--- config.mk ---
export PLATFORM = sky130hd
export DESIGN_NAME = eth_phy_manager
export DESIGN_NICKNAME = d
export VERILOG_FILES = /design/src/rtl/eth_phy_manager.sv
export SDC_FILE = /design/constraint.sdc
export NUM_CORES = 1
export LEC_CHECK = 0
export BUFFER_PORTS_ARGS = -buffer_cell sky130_fd_sc_hd__buf_2
export CAP_MARGIN = 10
export CORE_MARGIN = 1.5
export CORE_UTILIZATION = 45
export DETAILED_ROUTE_END_ITERATION = 6
export GPL_TIMING_DRIVEN = 0
export SLEW_MARGIN = 10
export SYNTH_ARGS = -nofsm -noshare
export SYNTH_HDL_FRONTEND = slang
export SYNTH_SLANG_ARGS = --single-unit
--- constraint.sdc ---
create_clock -name clk -period 4.4 [get_ports clk]
set_input_delay 0.22 -clock clk [delete_from_list [all_inputs] [get_ports clk]]
set_output_delay 0.22 -clock clk [all_outputs]
set_load 0.02 [all_outputs]
--- src/rtl/eth_phy_manager.sv ---
// RGMII PHY bring-up and supervision: drives the PHY hardware reset, then polls BMSR (reg 1)
// over clause-22 MDIO and publishes link state, the raw status word and a no-PHY fault flag.
module eth_phy_manager #(
    parameter logic [4:0]  PHY_ADDR    = 5'd0,
    parameter int unsigned RST_CYCLES  = 1000000,
    parameter int unsigned WAKE_CYCLES = 5000000,
    parameter int unsigned MDC_DIV     = 50,
    parameter int unsigned POLL_CYCLES = 1000000
) (
    input  logic        clk,
    input  logic        rst_n,
    output logic        phy_rst_n,
    output logic        mdc,
    output logic        mdio_out,
    output logic        mdio_oe,
    input  logic        mdio_in,
    output logic        link_up,
    output logic [15:0] bmsr,
    output logic        bmsr_valid,
    output logic        phy_fault
);

    localparam int unsigned MAX_RW   = (RST_CYCLES > WAKE_CYCLES) ? RST_CYCLES : WAKE_CYCLES;
    localparam int unsigned MAX_WAIT = (MAX_RW > POLL_CYCLES) ? MAX_RW : POLL_CYCLES;
    localparam int unsigned WW       = $clog2(MAX_WAIT + 1);
    localparam int unsigned CELL     = 2 * MDC_DIV;
    localparam int unsigned CW       = $clog2(CELL);

    localparam logic [WW-1:0] RST_LAST  = WW'(RST_CYCLES - 1);
    localparam logic [WW-1:0] WAKE_LAST = WW'(WAKE_CYCLES - 1);
    localparam logic [WW-1:0] POLL_LAST = WW'(POLL_CYCLES - 1);
    localparam logic [WW-1:0] WAIT_ONE  = WW'(1);
    localparam logic [CW-1:0] CELL_LAST = CW'(CELL - 1);
    localparam logic [CW-1:0] MDC_HI    = CW'(MDC_DIV - 1);
    localparam logic [CW-1:0] CELL_ONE  = CW'(1);

    // Driven part of a read frame, frame bit b lives at HDR[45-b]
    localparam logic [45:0] HDR = {32'hFFFF_FFFF, 2'b01, 2'b10, PHY_ADDR, 5'd1};

    typedef enum logic [2:0] {
        S_RESET,
        S_WAKE,
        S_READ1,
        S_READ2,
        S_IDLE
    } state_t;

    state_t        r_state;
    logic [WW-1:0] r_wait;
    logic [CW-1:0] r_cell;
    logic [5:0]    r_bit;
    logic [15:0]   r_shift;
    logic          r_sync1;
    logic          r_sync2;
    logic          r_phy_rst_n;
    logic          r_mdc;
    logic          r_mdio_out;
    logic          r_mdio_oe;
    logic          r_link_up;
    logic [15:0]   r_bmsr;
    logic          r_bmsr_valid;
    logic          r_phy_fault;

    logic [5:0]    w_bit_next;
    logic [5:0]    w_idx;
    logic          w_oe_next;
    logic          w_out_next;
    logic [15:0]   w_data;

    always_comb begin
        w_bit_next = r_bit + 6'd1;
        w_idx      = 6'd45 - w_bit_next;
        w_oe_next  = (w_bit_next < 6'd46);
        w_out_next = w_oe_next ? HDR[w_idx] : 1'b1;
        w_data     = {r_shift[14:0], r_sync2};
    end

    always_ff @(posedge clk) begin
        if (!rst_n) begin
            r_state      <= S_RESET;
            r_wait       <= '0;
            r_cell       <= '0;
            r_bit        <= '0;
            r_shift      <= '0;
            r_sync1      <= 1'b1;
            r_sync2      <= 1'b1;
            r_phy_rst_n  <= 1'b0;
            r_mdc        <= 1'b0;
            r_mdio_out   <= 1'b1;
            r_mdio_oe    <= 1'b0;
            r_link_up    <= 1'b0;
            r_bmsr       <= '0;
            r_bmsr_valid <= 1'b0;
            r_phy_fault  <= 1'b0;
        end else begin
            r_sync1      <= mdio_in;
            r_sync2      <= r_sync1;
            r_bmsr_valid <= 1'b0;
            case (r_state)
                S_RESET: begin
                    if (r_wait == RST_LAST) begin
                        r_wait      <= '0;
                        r_phy_rst_n <= 1'b1;
                        r_state     <= S_WAKE;
                    end else begin
                        r_wait <= r_wait + WAIT_ONE;
                    end
                end
                S_WAKE, S_IDLE: begin
                    if (r_wait == ((r_state == S_WAKE) ? WAKE_LAST : POLL_LAST)) begin
                        r_wait     <= '0;
                        r_cell     <= '0;
                        r_bit      <= '0;
                        r_mdc      <= 1'b0;
                        r_mdio_oe  <= 1'b1;
                        r_mdio_out <= HDR[45];
                        r_state    <= S_READ1;
                    end else begin
                        r_wait <= r_wait + WAIT_ONE;
                    end
                end
                S_READ1, S_READ2: begin
                    if (r_cell == MDC_HI) begin
                        r_mdc <= 1'b1;
                    end
                    // Last cycle of a cell: sample data, then set up the next cell's pin values
                    if (r_cell == CELL_LAST) begin
                        r_cell <= '0;
                        r_mdc  <= 1'b0;
                        if (r_bit >= 6'd48) begin
                            r_shift <= w_data;
                        end
                        if (r_bit == 6'd63) begin
                            r_bit <= '0;
                            if (r_state == S_READ1) begin
                                r_mdio_oe  <= 1'b1;
                                r_mdio_out <= HDR[45];
                                r_state    <= S_READ2;
                            end else begin
                                r_mdio_oe    <= 1'b0;
                                r_mdio_out   <= 1'b1;
                                r_bmsr       <= w_data;
                                r_phy_fault  <= (w_data == 16'hFFFF);
                                r_link_up    <= w_data[2] & (w_data != 16'hFFFF);
                                r_bmsr_valid <= 1'b1;
                                r_state      <= S_IDLE;
                            end
                        end else begin
                            r_bit      <= w_bit_next;
                            r_mdio_oe  <= w_oe_next;
                            r_mdio_out <= w_out_next;
                        end
                    end else begin
                        r_cell <= r_cell + CELL_ONE;
                    end
                end
                default: begin
                    r_state <= S_RESET;
                end
            endcase
        end
    end

    assign phy_rst_n  = r_phy_rst_n;
    assign mdc        = r_mdc;
    assign mdio_out   = r_mdio_out;
    assign mdio_oe    = r_mdio_oe;
    assign link_up    = r_link_up;
    assign bmsr       = r_bmsr;
    assign bmsr_valid = r_bmsr_valid;
    assign phy_fault  = r_phy_fault;

endmodule
### Word level (Yosys, flattened, before mapping)

Memory sizes are Yosys's and may differ from the RTL's.
Cells that the tools add are included.

| storage, ports and cells | value |
|---|---|
| logic and storage cells | 86 |
| output and inout bits | 23 |
| input bits | 3 |
| ROM bits | 64 |
| flip-flop bits (word level) | 79 |
| memories kept | 1 |

| operators by class | value |
|---|---|
| $add $sub $neg | 4 |
| bitwise gates (word level) | 2 |
| muxes and demuxes | 32 |
| magnitude comparators | 3 |
| reduce and logical (&&, ||, !) cells | 13 |
| equality and inequality tests | 16 |

Memory list:

| name | depth | bits a word | rd ports | clocked after Yosys merged registers in | wr ports | line | source |
|---|---|---|---|---|---|---|---|
| (name not given) | 64 | 1 | 1 | 0 | 0 | 74 | `w_out_next = w_oe_next ? HDR[w_idx] : 1'b1;` |

Operators by type and width:

| cell | number |
|---|---|
| 23-bit 2-to-1 mux | 3 |
| 23-bit case mux with 2 select lines | 1 |
| 23-bit by 1-bit adder with 23-bit output (second input constant) | 1 |
| 23-bit by 20-bit == test with 1-bit output (second input constant) | 1 |
| 23-bit == test | 1 |
| 6-bit 2-to-1 mux | 3 |
| 16-bit == test (second input constant) | 1 |
| 16-bit inequality test (second input constant) | 1 |
| 3-bit 2-to-1 mux | 5 |
| 7-bit 2-to-1 mux | 2 |
| 7-bit case mux with 2 select lines | 1 |
| 1-bit 2-to-1 mux | 12 |
| 6-bit case mux with 2 select lines | 1 |
| 4-bit AND reduction | 3 |
| 3-bit case mux with 3 select lines | 1 |
| 3-bit AND reduction | 3 |
| 2-bit inequality test (second input constant) | 4 |
| 7-bit by 1-bit adder with 7-bit output (second input constant) | 1 |
| 7-bit by 6-bit == test with 1-bit output (second input constant) | 1 |
| 7-bit == test (second input constant) | 1 |
| 6-bit by 7-bit less-than comparator with 1-bit output (second input constant) | 1 |
| 6-bit by 1-bit adder with 6-bit output (second input constant) | 1 |
| 3-bit by 2-bit == test with 1-bit output (second input constant) | 2 |
| 6-bit == test (second input constant) | 1 |
| other kinds (13) | 18 |

### Longest topological paths before layout

| logic depth | value |
|---|---|
| word-level depth | 8 |
| depth in mapped cells | 9 |

### Worst setup path after synthesis

Ideal clock, no wire load.

| path | value |
|---|---|
| path kind | reg2reg |
| from | reg r_bit[1] |
| to | reg r_state[1] |
| arrival | 2000 ps |
| path slack | 2283 ps |
| required time | 4283 ps |
| cell stages (with the launch flop) | 8 |
| period minus slack after synthesis | 2117 ps |
| buffers on the path | 1 |
| library setup time | 117 ps |
| cells stage by stage | dfxtp_1 -> ha_1 -> buf_4 -> nand3_1 -> or2_2 -> o41ai_1 -> o21ai_0 -> a32o_1 |

| on the way | value |
|---|---|
| word-level cells in the longest chain between the ends | 3 |

RTL lines:

| element | line | source |
|---|---|---|
| from (decl) | 51 | `logic [5:0] r_bit;` |
| from (signal assigned) | 149 | `r_bit <= w_bit_next;` |
| 6-bit == test | 133 | `if (r_bit == 6'd63) begin` |
| 2-bit inequality test (no line) | - |  |
| 4-bit AND reduction (no line) | - |  |
| to (signal assigned) | 138 | `r_state <= S_READ2;` |
| to (signal assigned) | 146 | `r_state <= S_IDLE;` |
| to (signal assigned) | 158 | `r_state <= S_RESET;` |
| to (decl) | 48 | `state_t r_state;` |

Every way passes these cells.
A chain may end at the register's enable or synchronous reset.

### Worst setup path in the final report

| path | value |
|---|---|
| from | reg r_bit[0] |
| to | reg r_state[1] |

Same word-level chain as after synthesis.

==> flow_metrics.tcl <==
set metrics [dict create \
    outcome "completed" \
    first_iter_violations 112 \
    hold_start "mdio_in" \
    ys.warnings.count 0 \
    skew_ns 0.00690 \
    p_leak_uw 0.00157 \
    drc 0 \
    htree_levels 3 \
    fin_crit_sh_pct 57.8 \
    ant_nets 0 \
    rrSetupSlack_ns 1.86 \
    vias 2841 \
    clockRootBuffer "clkbuf_8" \
    timing.rr.end "r_state[1]" \
    async_flop_share_pct 0 \
    synth_cell_types 55 \
    ys.flop_type "dfxtp_1" \
    power_frac_seq_pct 48.8 \
    synthTopCellsByArea "dfxtp_1 44%, nand2_1 5.8%, xor2_1 5.1%" \
    tns_ns 0 \
    synth_top_family_by_area "simple AND/OR/NAND/NOR gates" \
    power_density_mw_per_mm2 356 \
    vdd_drop_max_uv 190 \
    gr-usage-all-layers_pct 18.9 \
    wl_per_cell_um 13.4 \
    start_kind "flip-flop" \
    pwr-share-clk_pct 49.4 \
    crit_buf_inv 1 \
    placed_area_mm2 0.00387 \
    syn_avg_cell_area_um2 8.90 \
    grt_use_met1_pct 26.7 \
    synth_edf_count 0 \
    start_util_pct 46.5 \
    cp-startpoint "r_bit[0]" \
    gp_congestion 0.794 \
    intPower_uw 1190 \
    clk_latency_ns 0.35 \
    synth.largest_area_cell "dfxtp_1" \
    routed_via_density 5.17 \
    cts_setup_buffers 0 \
    cts_buffer_depth 2 \
    synthSimpleGateAreaFrac_pct 27.0 \
    sw_frac_of_total_pct 19.1 \
    synthAdderAreaFrac_pct 2.08 \
    fp.dieH_um 92.6 \
    rr_startpoint "r_bit[0]" \
    rsz0062_at_grt "no" \
    synth_top_area_share_pct 43.8 \
    holdBufCountCts 0 \
    cp_top_family "compound AO/OA/AOI/OAI gates" \
    synth_compound_area_share_pct 10.5 \
    cts_sinks 79 \
    cts_resized 0 \
    synthCells 406 \
    grt_pass1_vias 2619 \
    synthMuxAreaShare_pct 4.71 \
    drive_gt1_share_pct 13.0 \
    maxCapViolations 0 \
    hpwl_um 5150 \
    hold_depth 2 \
    antenna_found_initial 0 \
    grt_max_degree 14 \
    cts.clk_slew.worst_paths_ns 0.08 \
    cts_tree "done" \
    overflow 0 \
    p_sw_uw 283 \
    min_period_ns 2.54 \
    dp_slack_ns 1.90 \
    synthToLayoutAreaGrowth_pct 14.7 \
    syn_nets 415 \
    fp.dieArea_mm2 0.00858 \
    globalRouteMet2Util_pct 27.8 \
    max_freq_ghz 0.393 \
    hold_viol 0 \
    synth-seq-cells 79 \
    critPathMaxFanout 10 \
    critPathSlowestCell "o41ai_1" \
    portBuffers 25 \
    worstRegToRegCells 7 \
    synth_area_mm2 0.00361 \
    use_met3_pct 4.52 \
    cts-buffers-inserted 9 \
    cp.arrival_ns 2.79 \
    io_pins 26 \
    crit_chain "ha_1 -> buf_4 -> nand3_1 -> or2_2 -> o41ai_1 -> o21ai_0 -> a32o_1" \
    fin_util_pct 53.4 \
    slew_headroom_pct 49.0 \
    setup_violations 0 \
    drt-total-wl_um 7350 \
    comb_power_share_pct 1.8 \
    finalPower_uw 1480 \
    antenna_cells 0 \
    dr.pass1.iters 4 \
    final_max_slew_viol_count 0 \
    synthXorXnorAreaFrac_pct 8.24 \
    min_to "r_sync1" \
    yosysSeqAreaShare_pct 43.8 \
    grt-busiest-layer "met2" \
    critical-path-max-stage-delay_ns 0.69 \
    required_ns 4.65 \
    worstSetupEndpointType "flip-flop" \
    fp-row-count 32 \
    grt_pass1_wl_um 12700 \
    die_width_um 92.6 \
    fin_area_mm2 0.00415 \
    tightest_slew_ns 0.756 \
    layout_setup_ws_ns 1.86 \
    fin_nets 451 \
    crit_type "flip-flop to flip-flop" \
    core_area_mm2 0.00777 \
    hold_class "input port to flip-flop" \
]
[layout by cell type (no fill, tap or decap), types with 3 or more instances in the layout]
cell       netlist  final
dfxtp_1         79     79
nand2_1         56     56
nor2_1          44     44
buf_2            3     28
xor2_1          21     21
nor2b_1         19     19
nand3_1         17     17
a21boi_0        17     17
mux2i_1         17     17
nand4_1         15     15
xnor2_1         13     13
clkbuf_8         0     11
clkbuf_1         9      9
inv_1            8      8
nand2b_1         7      7
buf_4            6      6
o21ai_0          6      6
ha_1             6      6
nor4_1           5      5
a21oi_1          4      4
a31oi_1          4      4
bufinv_16        0      4
nand4b_1         3      3
o211a_1          3      3
and3_1           3      3
o22ai_1          3      3
[worst max path at each step]
stage                            end  cells past startpoint
after floorplan           r_state[1]                      7
after CTS                 r_state[1]                      7
after global routing         bmsr[4]                      7
after global placement    r_state[1]                      7
final                     r_state[1]                      7
after detailed placement  r_state[1]                      7
[through the flow]
| step | hold slack [ns] | cells |
|---|---|---|
| detailed placement | 0.405 | 533 |
| finish | 0.0633 | 549 |
| CTS | 0.0522 | 549 |
| floorplan | 0.321 | 406 |
| global placement | 0.392 | 533 |
| global route | 0.0449 | 549 |
[flip-flops by register name, indices dropped and copies added (netlist names)]
register    flops
r_wait         23
bmsr           16
r_shift        15
r_cell          7
r_bit           6
r_state         3
bmsr_valid      1
link_up         1
mdc             1
mdio_oe         1
mdio_out        1
phy_fault       1
phy_rst_n       1
r_sync1         1
r_sync2         1
[logic make-up (layout without fill, tap and decap cells)]
logic type               after synthesis  after routing
buffers and inverters                 27             68
AND/OR/NAND/NOR                      191            191
AO/OA/AOI/OAI                         52             52
flip-flops                            79             79
multiplexers                          17             17
adder cells (fa/ha/maj)                6              6
XOR/XNOR                              34             34
[area by class of cell]
class | count | area (um^2)
fill | 746 | 3620
multi-input combinational | 300 | 1900
sequential | 79 | 1580
clock buffer | 11 | 151
clock inverter | 5 | 128
tap | 102 | 128
timing repair buffer | 25 | 125
buffer | 19 | 105
inverter | 8 | 30.0
[worst register-to-register path: stages, from the launching register on]
cell     delay [ns]
dfxtp_1        0.43
ha_1           0.18
buf_4          0.15
nand3_1        0.18
or2_2          0.37
o41ai_1        0.69
o21ai_0        0.19
a32o_1         0.25
[power groups by stage]
| stage | clock [uW] | sequential, uW | combinational (uW) |
|---|---|---|---|
| after detailed placement | 0 | 737 | 27.6 |
| after global placement | 0 | 737 | 27.7 |
| final | 730 | 720 | 27.1 |
| after CTS | 744 | 720 | 27.7 |
| after floorplan | 0 | 736 | 19.7 |
| after global routing | 777 | 720 | 30.2 |
[cell usage after synthesis, drive strengths merged, types with 2 or more instances]
library cell  instances
nor4                  7
nand4                15
o22ai                 3
a31oi                 4
buf                  10
or3                   2
and3                  3
inv                   8
xor2                 21
clkbuf                9
a21oi                 4
nor2                 45
dfxtp                79
o31a                  2
nand2                57
nor2b                19
nor3b                 2
mux2i                17
o211a                 3
nand2b                7
ha                    6
o21ai                 7
and4                  2
a21o                  2
nand3                17
a21boi               17
nand4b                3
and2                  2
nor3                  3
xnor2                13
[metal layers]
layer | part of all wire, % | vias to the layer above
li1 | - | 1469
met1 | 53 | 1328
met2 | 42 | 38
met3 | 4.3 | 6
met4 | 1.1 | 0
met5 | 0 | -
Power figures use the tool's default switching activity.
